$ cat config.mk
export PLATFORM = sky130hd
export DESIGN_NAME = manette_colonnes
export DESIGN_NICKNAME = d
export VERILOG_FILES = /design/src/rtl/manette_colonnes.sv
export SDC_FILE = /design/constraint.sdc
export NUM_CORES = 1
export LEC_CHECK = 0
export CORE_MARGIN = 2
export CORE_UTILIZATION = 40
export CTS_CLUSTER_SIZE = 28
export DETAILED_ROUTE_END_ITERATION = 10
export PLACE_DENSITY = 0.57
export SYNTH_ARGS = -nofsm -noshare
export SYNTH_HDL_FRONTEND = slang
export SYNTH_SLANG_ARGS = --single-unit
export TNS_END_PERCENT = 30
$ cat constraint.sdc
create_clock -name clk -period 7.8 [get_ports clk]
set_input_delay 1.95 -clock clk [delete_from_list [all_inputs] [get_ports clk]]
set_output_delay 1.95 -clock clk [all_outputs]
set_load 0.03 [all_outputs]
$ cat src/rtl/manette_colonnes.sv
// manette_colonnes -- player column selector for the falling-brick game.
//
// Two raw push-buttons are synchronised (2 flops each), debounced and
// auto-repeated. Each accepted attempt tries to move the active column one
// step right (plus) or left (minus). A move is taken only when the target
// column's stack height is strictly below the current falling row.
//
// Optional feature: define MANETTE_WRAP_EN to let moves wrap from the last
// column to column 0 and from column 0 to the last column. Without it,
// out-of-range attempts are refused.
//
// Ports:
//   clk          system clock, rising edge
//   reset        asynchronous active-low reset
//   boutonPlus   raw right button, active-high, asynchronous
//   boutonMoins  raw left button, active-high, asynchronous
//   hauteurs     packed column heights, column k at [k*HAUT_W +: HAUT_W]
//   row          current row of the falling brick
//   Col          active column index
//   move_ok      one-cycle pulse: an attempt moved Col
//   move_blocked one-cycle pulse: an attempt was refused
//   fsm_state    controller state, for debug and checkers
//
// Request semantics: a request is valid only while exactly one synchronised
// button is high; both-high and both-low are treated as "no request".
module manette_colonnes #(
  parameter int NB_COL     = 3,
  parameter int HAUT_W     = 3,
  parameter int INIT_COL   = 0,
  parameter int DEB_CYC    = 50000,
  parameter int REPEAT_DLY = 25000000,
  parameter int REPEAT_PER = 6250000,
  localparam int COL_W     = ($clog2(NB_COL) > 1) ? $clog2(NB_COL) : 1
) (
  input  logic                     clk,
  input  logic                     reset,
  input  logic                     boutonPlus,
  input  logic                     boutonMoins,
  input  logic [NB_COL*HAUT_W-1:0] hauteurs,
  input  logic [HAUT_W-1:0]        row,
  output logic [COL_W-1:0]         Col,
  output logic                     move_ok,
  output logic                     move_blocked,
  output logic [2:0]               fsm_state
);

`ifdef MANETTE_WRAP_EN
  localparam logic WRAP = 1'b1;
`else
  localparam logic WRAP = 1'b0;
`endif

  localparam int CNT_MAX_A = (DEB_CYC > REPEAT_DLY) ? DEB_CYC : REPEAT_DLY;
  localparam int CNT_MAX   = (CNT_MAX_A > REPEAT_PER) ? CNT_MAX_A : REPEAT_PER;
  localparam int CNT_W     = $clog2(CNT_MAX + 1);

  // Counters run down to zero; loading N-1 gives exactly N state cycles.
  localparam logic [CNT_W-1:0] DEB_LOAD = CNT_W'(DEB_CYC - 1);
  localparam logic [CNT_W-1:0] DLY_LOAD = CNT_W'(REPEAT_DLY - 1);
  localparam logic [CNT_W-1:0] PER_LOAD = CNT_W'(REPEAT_PER - 1);
  localparam logic [COL_W-1:0] LAST_COL = COL_W'(NB_COL - 1);

  typedef enum logic [2:0] {
    S_IDLE, S_DEBOUNCE, S_HOLD, S_REPEAT, S_WAIT
  } state_t;

  state_t            state, state_nxt;
  logic [CNT_W-1:0]  cnt, cnt_nxt;
  logic              dir, dir_nxt;     // 1 = plus, 0 = minus
  logic              attempt;
  logic              plus_s1, p, minus_s1, m;
  logic              req_p, req_m, req_dir;
  logic [COL_W-1:0]  tgt;
  logic              in_range;
  logic [HAUT_W-1:0] h_tgt;
  logic              allowed;

  assign fsm_state = state;

  // Button synchronisers.
  always_ff @(posedge clk or negedge reset) begin
    if (!reset) begin
      plus_s1  <= 1'b0;
      p        <= 1'b0;
      minus_s1 <= 1'b0;
      m        <= 1'b0;
    end else begin
      plus_s1  <= boutonPlus;
      p        <= plus_s1;
      minus_s1 <= boutonMoins;
      m        <= minus_s1;
    end
  end

  assign req_p   = p & ~m;
  assign req_m   = m & ~p;
  assign req_dir = dir ? req_p : req_m;

  // Next state, counter and attempt strobe.
  always_comb begin
    state_nxt = state;
    cnt_nxt   = cnt;
    dir_nxt   = dir;
    attempt   = 1'b0;
    case (state)
      S_IDLE: begin
        if (req_p || req_m) begin
          cnt_nxt   = DEB_LOAD;
          dir_nxt   = req_p;
          state_nxt = S_DEBOUNCE;
        end
      end
      S_DEBOUNCE: begin
        if (!req_dir) begin
          state_nxt = S_IDLE;
        end else if (cnt == '0) begin
          attempt   = 1'b1;
          cnt_nxt   = DLY_LOAD;
          state_nxt = S_HOLD;
        end else begin
          cnt_nxt = cnt - 1'b1;
        end
      end
      S_HOLD, S_REPEAT: begin
        if (!req_dir) begin
          state_nxt = S_WAIT;
        end else if (cnt == '0) begin
          attempt   = 1'b1;
          cnt_nxt   = PER_LOAD;
          state_nxt = S_REPEAT;
        end else begin
          cnt_nxt = cnt - 1'b1;
        end
      end
      S_WAIT: begin
        // Only a full release re-arms the controller.
        if (!p && !m) state_nxt = S_IDLE;
      end
      default: state_nxt = S_IDLE;
    endcase
  end

  // Target column for the latched direction, with range/wrap handling.
  always_comb begin
    tgt      = Col;
    in_range = 1'b1;
    if (dir) begin
      if (Col == LAST_COL) begin
        tgt      = '0;
        in_range = WRAP;
      end else begin
        tgt = Col + COL_W'(1);
      end
    end else begin
      if (Col == '0) begin
        tgt      = LAST_COL;
        in_range = WRAP;
      end else begin
        tgt = Col - COL_W'(1);
      end
    end
  end

  // Height of the target column; mux avoids indexing past the packed vector.
  always_comb begin
    h_tgt = '0;
    for (int k = 0; k < NB_COL; k++) begin
      if (tgt == k[COL_W-1:0]) h_tgt = hauteurs[k*HAUT_W +: HAUT_W];
    end
  end

  assign allowed = in_range && (h_tgt < row);

  always_ff @(posedge clk or negedge reset) begin
    if (!reset) begin
      state        <= S_IDLE;
      cnt          <= '0;
      dir          <= 1'b0;
      Col          <= COL_W'(INIT_COL);
      move_ok      <= 1'b0;
      move_blocked <= 1'b0;
    end else begin
      state        <= state_nxt;
      cnt          <= cnt_nxt;
      dir          <= dir_nxt;
      move_ok      <= attempt & allowed;
      move_blocked <= attempt & ~allowed;
      if (attempt && allowed) Col <= tgt;
    end
  end

endmodule

Yosys cells after proc, flatten, opt, wreduce, memory -nomap -nowiden
Cells that the tools add are included.
W data, S select, Z words.
{"block": "op_classes", "n_bitwise": 7, "addsub": 3, "muxes": 26, "n_eq_ne": 13, "n_reduce_logical": 16, "magnitude_cmp": 1}
{"op": "$mux W25", "count": 5}
{"op": "$pmux W25 S3", "count": 1}
{"op": "$mux W3", "count": 9}
{"op": "$logic_not A25 Y1", "count": 1}
{"op": "$sub A25 B1 Y25 const B", "count": 1}
{"op": "$pmux W3 S4", "count": 1}
{"op": "$ne A2 B2 Y1 const B", "count": 4}
{"op": "$reduce_and A4 Y1", "count": 2}
{"op": "$mux W1", "count": 7}
{"op": "$eq A3 B2 Y1 const B", "count": 2}
{"op": "$mux W2", "count": 3}
{"op": "$ne A3 B3 Y1 const B", "count": 2}
{"op": "$and A1 B1 Y1", "count": 4}
{"op": "$eq A2 B2 Y1 const B", "count": 2}
{"op": "$logic_not A2 Y1", "count": 2}
{"op": "$eq A3 B1 Y1 const B", "count": 1}
{"op": "$eq A3 B3 Y1 const B", "count": 1}
{"op": "$logic_and A1 B1 Y1", "count": 3}
{"op": "$logic_not A3 Y1", "count": 1}
{"op": "$lt A3 B3 Y1", "count": 1}
{"op": "$not A1 Y1", "count": 3}
{"op": "$reduce_bool A3 Y1", "count": 1}
{"op": "$reduce_or A3 Y1", "count": 1}
{"op": "$add A2 B1 Y2 const B", "count": 1}
{"op": "other kinds (6)", "count": 7}
{"block": "totals", "input_bits": 16, "elab_cells": 76, "regBits": 37, "output_inout_bits": 7}

Logic depth before layout (Yosys ltp)
{"block": "depth", "word_depth": 11, "mapped_depth": 13, "depth_no_buf": 13}

Worst setup path after synthesis
Ideal clock, no wire load.
{"block": "synth_path", "path_kind": "input -> register", "from": "input port hauteurs[1]", "to": "register Col[1]", "n_path_buf": 0, "t_arrival_ps": 3390, "slack_ps": 4284, "setup_ps": 125, "cell_stages": 8, "t_required_ps": 7675, "path_cell_list": "mux2i_1 o21ai_0 ha_1 nor2b_1 o21ai_0 nand2_1 a2111oi_4 mux2_4"}
{"block": "synth_between", "elab_chain_len": 6}
{"element": "start, declared", "line_no": "39", "text": "input logic [NB_COL*HAUT_W-1:0] hauteurs,"}
{"element": "$mux W3 (3 in a row)", "line_no": "168", "text": "if (tgt == k[COL_W-1:0]) h_tgt = hauteurs[k*HAUT_W +: HAUT_W];"}
{"element": "$lt A3 B3 Y1", "line_no": "172", "text": "assign allowed = in_range && (h_tgt < row);"}
{"element": "$logic_and A1 B1 Y1", "line_no": "172"}
{"element": "$logic_and A1 B1 Y1", "line_no": "188", "text": "if (attempt && allowed) Col <= tgt;"}
{"element": "end signal, assigned", "line_no": "179", "text": "Col <= COL_W'(INIT_COL);"}
{"element": "end signal, assigned", "line_no": "188"}
{"element": "end, declared", "line_no": "41", "text": "output logic [COL_W-1:0] Col,"}
Every way passes these cells.
A chain may end at the register's enable or synchronous reset.

Worst setup path after layout
Ends and elaborated chain as after synthesis.

==> reports/metrics.csv <==
stage,metric,value,unit
cts,cts_buffers,5,
setup_path,crit_fanout,3,
yosys,ys.warnings.count,0,
sta,setup_tns,0,ns
global_route,grt_use_met2,33.0,%
drt,drc,0,
drt,routed_wl,5900,µm
status,status,completed,
global_route,grt_pass1_vias,2090,
worst_hold_path,min_path_type,flop to flop,
cts,root_buffer,clkbuf_8,
drt,drt-wirelength-per-cell,16.8,µm
power,vdd_drop_max,101,µV
placed_design,portBuffers,22,
global_route,gr-usage-met3,3.82,%
cts,tritoncts,done,
sta,period_share,48.2,%
sta,hold_violations,0,
floorplan,coreArea,5570,µm²
global_route,grt.overflow.total,0,
global_route,grt-busiest-layer,met2,
sta,finalSetupViolCount,0,
yosys,yosys.area.top_type_share,39.5,%
yosys,synth_edf_count,0,
cts,htreeDepth,2,
global_route,grt_usage,20.1,%
floorplan,die-area,6480,µm²
global_route,use_met1,27.1,%
sta,setup_ws,4.04,ns
yosys,synth_cell_type_count,49,
yosys,yosysTopAreaCell,dfrtp_1,
power,powerDensity,216,nW/µm²
yosys,async_flop_share,100,%
sta,clock_skew,0.00681,ns
global_route,grt_first_pass_wirelength,10100,µm
setup_path,critPathBufInv,1,
yosys,syn_nets,289,
setup_path,critPathTopFamily,compound AO/OA/AOI/OAI gates,
setup_path,cp_cell_sequence,"clkdlybuf4s50_1, mux2i_1, o21ai_0, ha_1, nor2b_1, o21ai_0, nand2_1, a2111oi_4, mux2_4",
setup_path,crit_path_end_kind,flop,
yosys,synthesis.area,2340,µm²
cts,cts_max_path_buffers,2,
drt,drt-pass1-iter-count,4,
placed_design,dp_slack,3.73,ns
global_route,antenna_found_initial,0,
cts,clock-sinks,37,
finish,fin_nets,305,
sta,rsz0062_at_grt,no,
placed_design,place_hpwl,4090,µm
setup_path,crit_path_top_delay_cell,clkdlybuf4s50_1,
floorplan,die_h,80.5,µm
cts,cts_setup_buffers,0,
setup_path,cp-start-kind,input pin,
cts,clkTransAtPathRegs,0.07,ns
floorplan,io-pin-count,23,
yosys,synth_common_cells,"dfrtp_1, nor2_1, o21ai_0, nand2_1, a21oi_1",
setup_path,crit_arrival,3.93,ns
yosys,synth_area_leaders,"dfrtp_1, ha_1, o21ai_0, nor2_1, a21oi_1",
sta,worstMarginPinSlew,0.940,ns
cts,cts_resized,0,
drt,route.antenna.remaining_nets,0,
yosys,ys.flop_type,dfrtp_1,
power,p_leak,1.07,nW
cts,holdBufCountCts,0,
sta,slew-limit-headroom,37.3,%
placed_design,place_congestion,0.772,
sta,fin_crit,3.76,ns
finish,syn_to_final_growth,15.9,%
yosys,synth_cells,263,
drt,first_iter_violations,94,
yosys,synth_most_common_cell,dfrtp_1,
setup_path,cpPeakStageDelay,0.45,ns
drt,viasPerCell,5.98,
floorplan,num_rows,27,
finish,layout-drive-gt1-share,8.21,%
yosys,syn-mean-instance-area,8.91,µm²
setup_path,worstSetupPathType,input pin to flop,
yosys,synth-seq-cells,37,
setup_path,crit_required,7.97,ns
setup_path,cp_common_cell,o21ai_0,
run,drv_cap,0,
sta,finalHoldWorstSlack,0.352,ns
sta,slew_violations,0,
finish,antenna_cells,0,
sta,fmaxAchievable,266,MHz
floorplan,fp.dieW,80.5,µm
drt,detailroute.via_count,2104,
cts,clk_latency,0.28,ns
floorplan,start_util,42.0,%
yosys,synth-seq-area-share,39.5,%
global_route,grt_max_degree,38,
-- registers in the layout (all words and copies together) (netlist names) --
register / count
move_blocked: 1
fsm_state: 3
dir: 1
minus_s1: 1
cnt: 25
m: 1
plus_s1: 1
move_ok: 1
Col: 2
p: 1
-- layout by cell type, fill, tap and decap left out, drive strengths merged, types with 2 or more instances in the layout --
cell type	Yosys	final
dfrtp	37	37
nor2	23	23
clkdlybuf4s50	0	21
o21ai	19	19
nand2	18	18
a21oi	16	16
inv	13	13
nor3	13	13
ha	10	10
nor4	10	10
nand4	9	9
mux2i	7	7
nand3	7	7
clkbuf	12	7
o211ai	6	6
or3	5	5
a31oi	5	5
or4	5	5
and3	4	4
a211oi	3	3
or2	3	3
a22o	3	3
o22a	3	3
o41ai	3	3
o22ai	3	3
buf	3	3
nor2b	2	2
o31ai	2	2
o21a	2	2
o2bb2ai	2	2
a22oi	2	2
mux2	2	2
-- per-layer routing --
| metal | up-vias | wire [µm] |
|---|---|---|
| met2 | 49 | 2820 |
| li1 | 1016 | - |
| met3 | 6 | 249 |
| met5 | - | 0 |
| met4 | 0 | 62 |
| met1 | 1033 | 2770 |
-- power by group --
group	switching [W]	internal, W
combinational	0.000120	0.0000698
clock	0.0000684	0.000104
sequential	0.0000205	0.000204
-- cells by family after synthesis --
group / count (synthesis) / synth area share, %
flip-flops: 37 / 39.5
AND/OR/NAND/NOR: 104 / 24.4
multiplexers: 9 / 4.11
adder cells (fa/ha/maj): 10 / 5.34
buffers and inverters: 28 / 5.02
AO/OA/AOI/OAI: 75 / 21.6
-- per-stage QoR --
stage	instances	util (%)	instance area, µm²	total power, W
after CTS	352	48.7	2720	0.000593
after global routing	352	48.7	2720	0.000629
final	352	48.7	2720	0.000587
after detailed placement	344	46.6	2600	0.000419
after floorplan	263	-	2340	0.000356
after global placement	344	46.6	2600	0.000417
-- worst paths after layout --
path | start | endpoint | slack, ns | cells after the start
worst max-delay path | hauteurs[1] | Col[1] | 4.04 | 9
worst min-delay path | minus_s1 | m | 0.35 | 0
worst max register to register | Col[1] | Col[1] | 4.69 | 12
worst min register to register | minus_s1 | m | 0.35 | 0
max in group asynchronous | reset | cnt[11] | 5.49 | 1
min in group asynchronous | reset | minus_s1 | 1.77 | 1
-- worst reg2reg max path, cell delays in order (launching register included) --
cell and delay, ns:
dfrtp_1 0.40, inv_1 0.08, ha_1 0.27, o21ai_0 0.47
and2_1 0.34, nand2_1 0.08, o21ai_0 0.08, ha_1 0.27
nor2b_1 0.13, o21ai_0 0.14, nand2_1 0.13, a2111oi_4 0.29
mux2_4 0.33
-- cell type report --
type                            count  area, µm²
Clock buffer                        7       86.3
Clock inverter                      1       30.0
Fill cell                         553       2860
Inverter                           13       48.8
Multi-Input combinational cell    198       1300
Sequential cell                    37        926
Tap cell                           72       90.1
Timing Repair Buffer               24        230
Note: power is estimated with default switching activity, not from simulation.
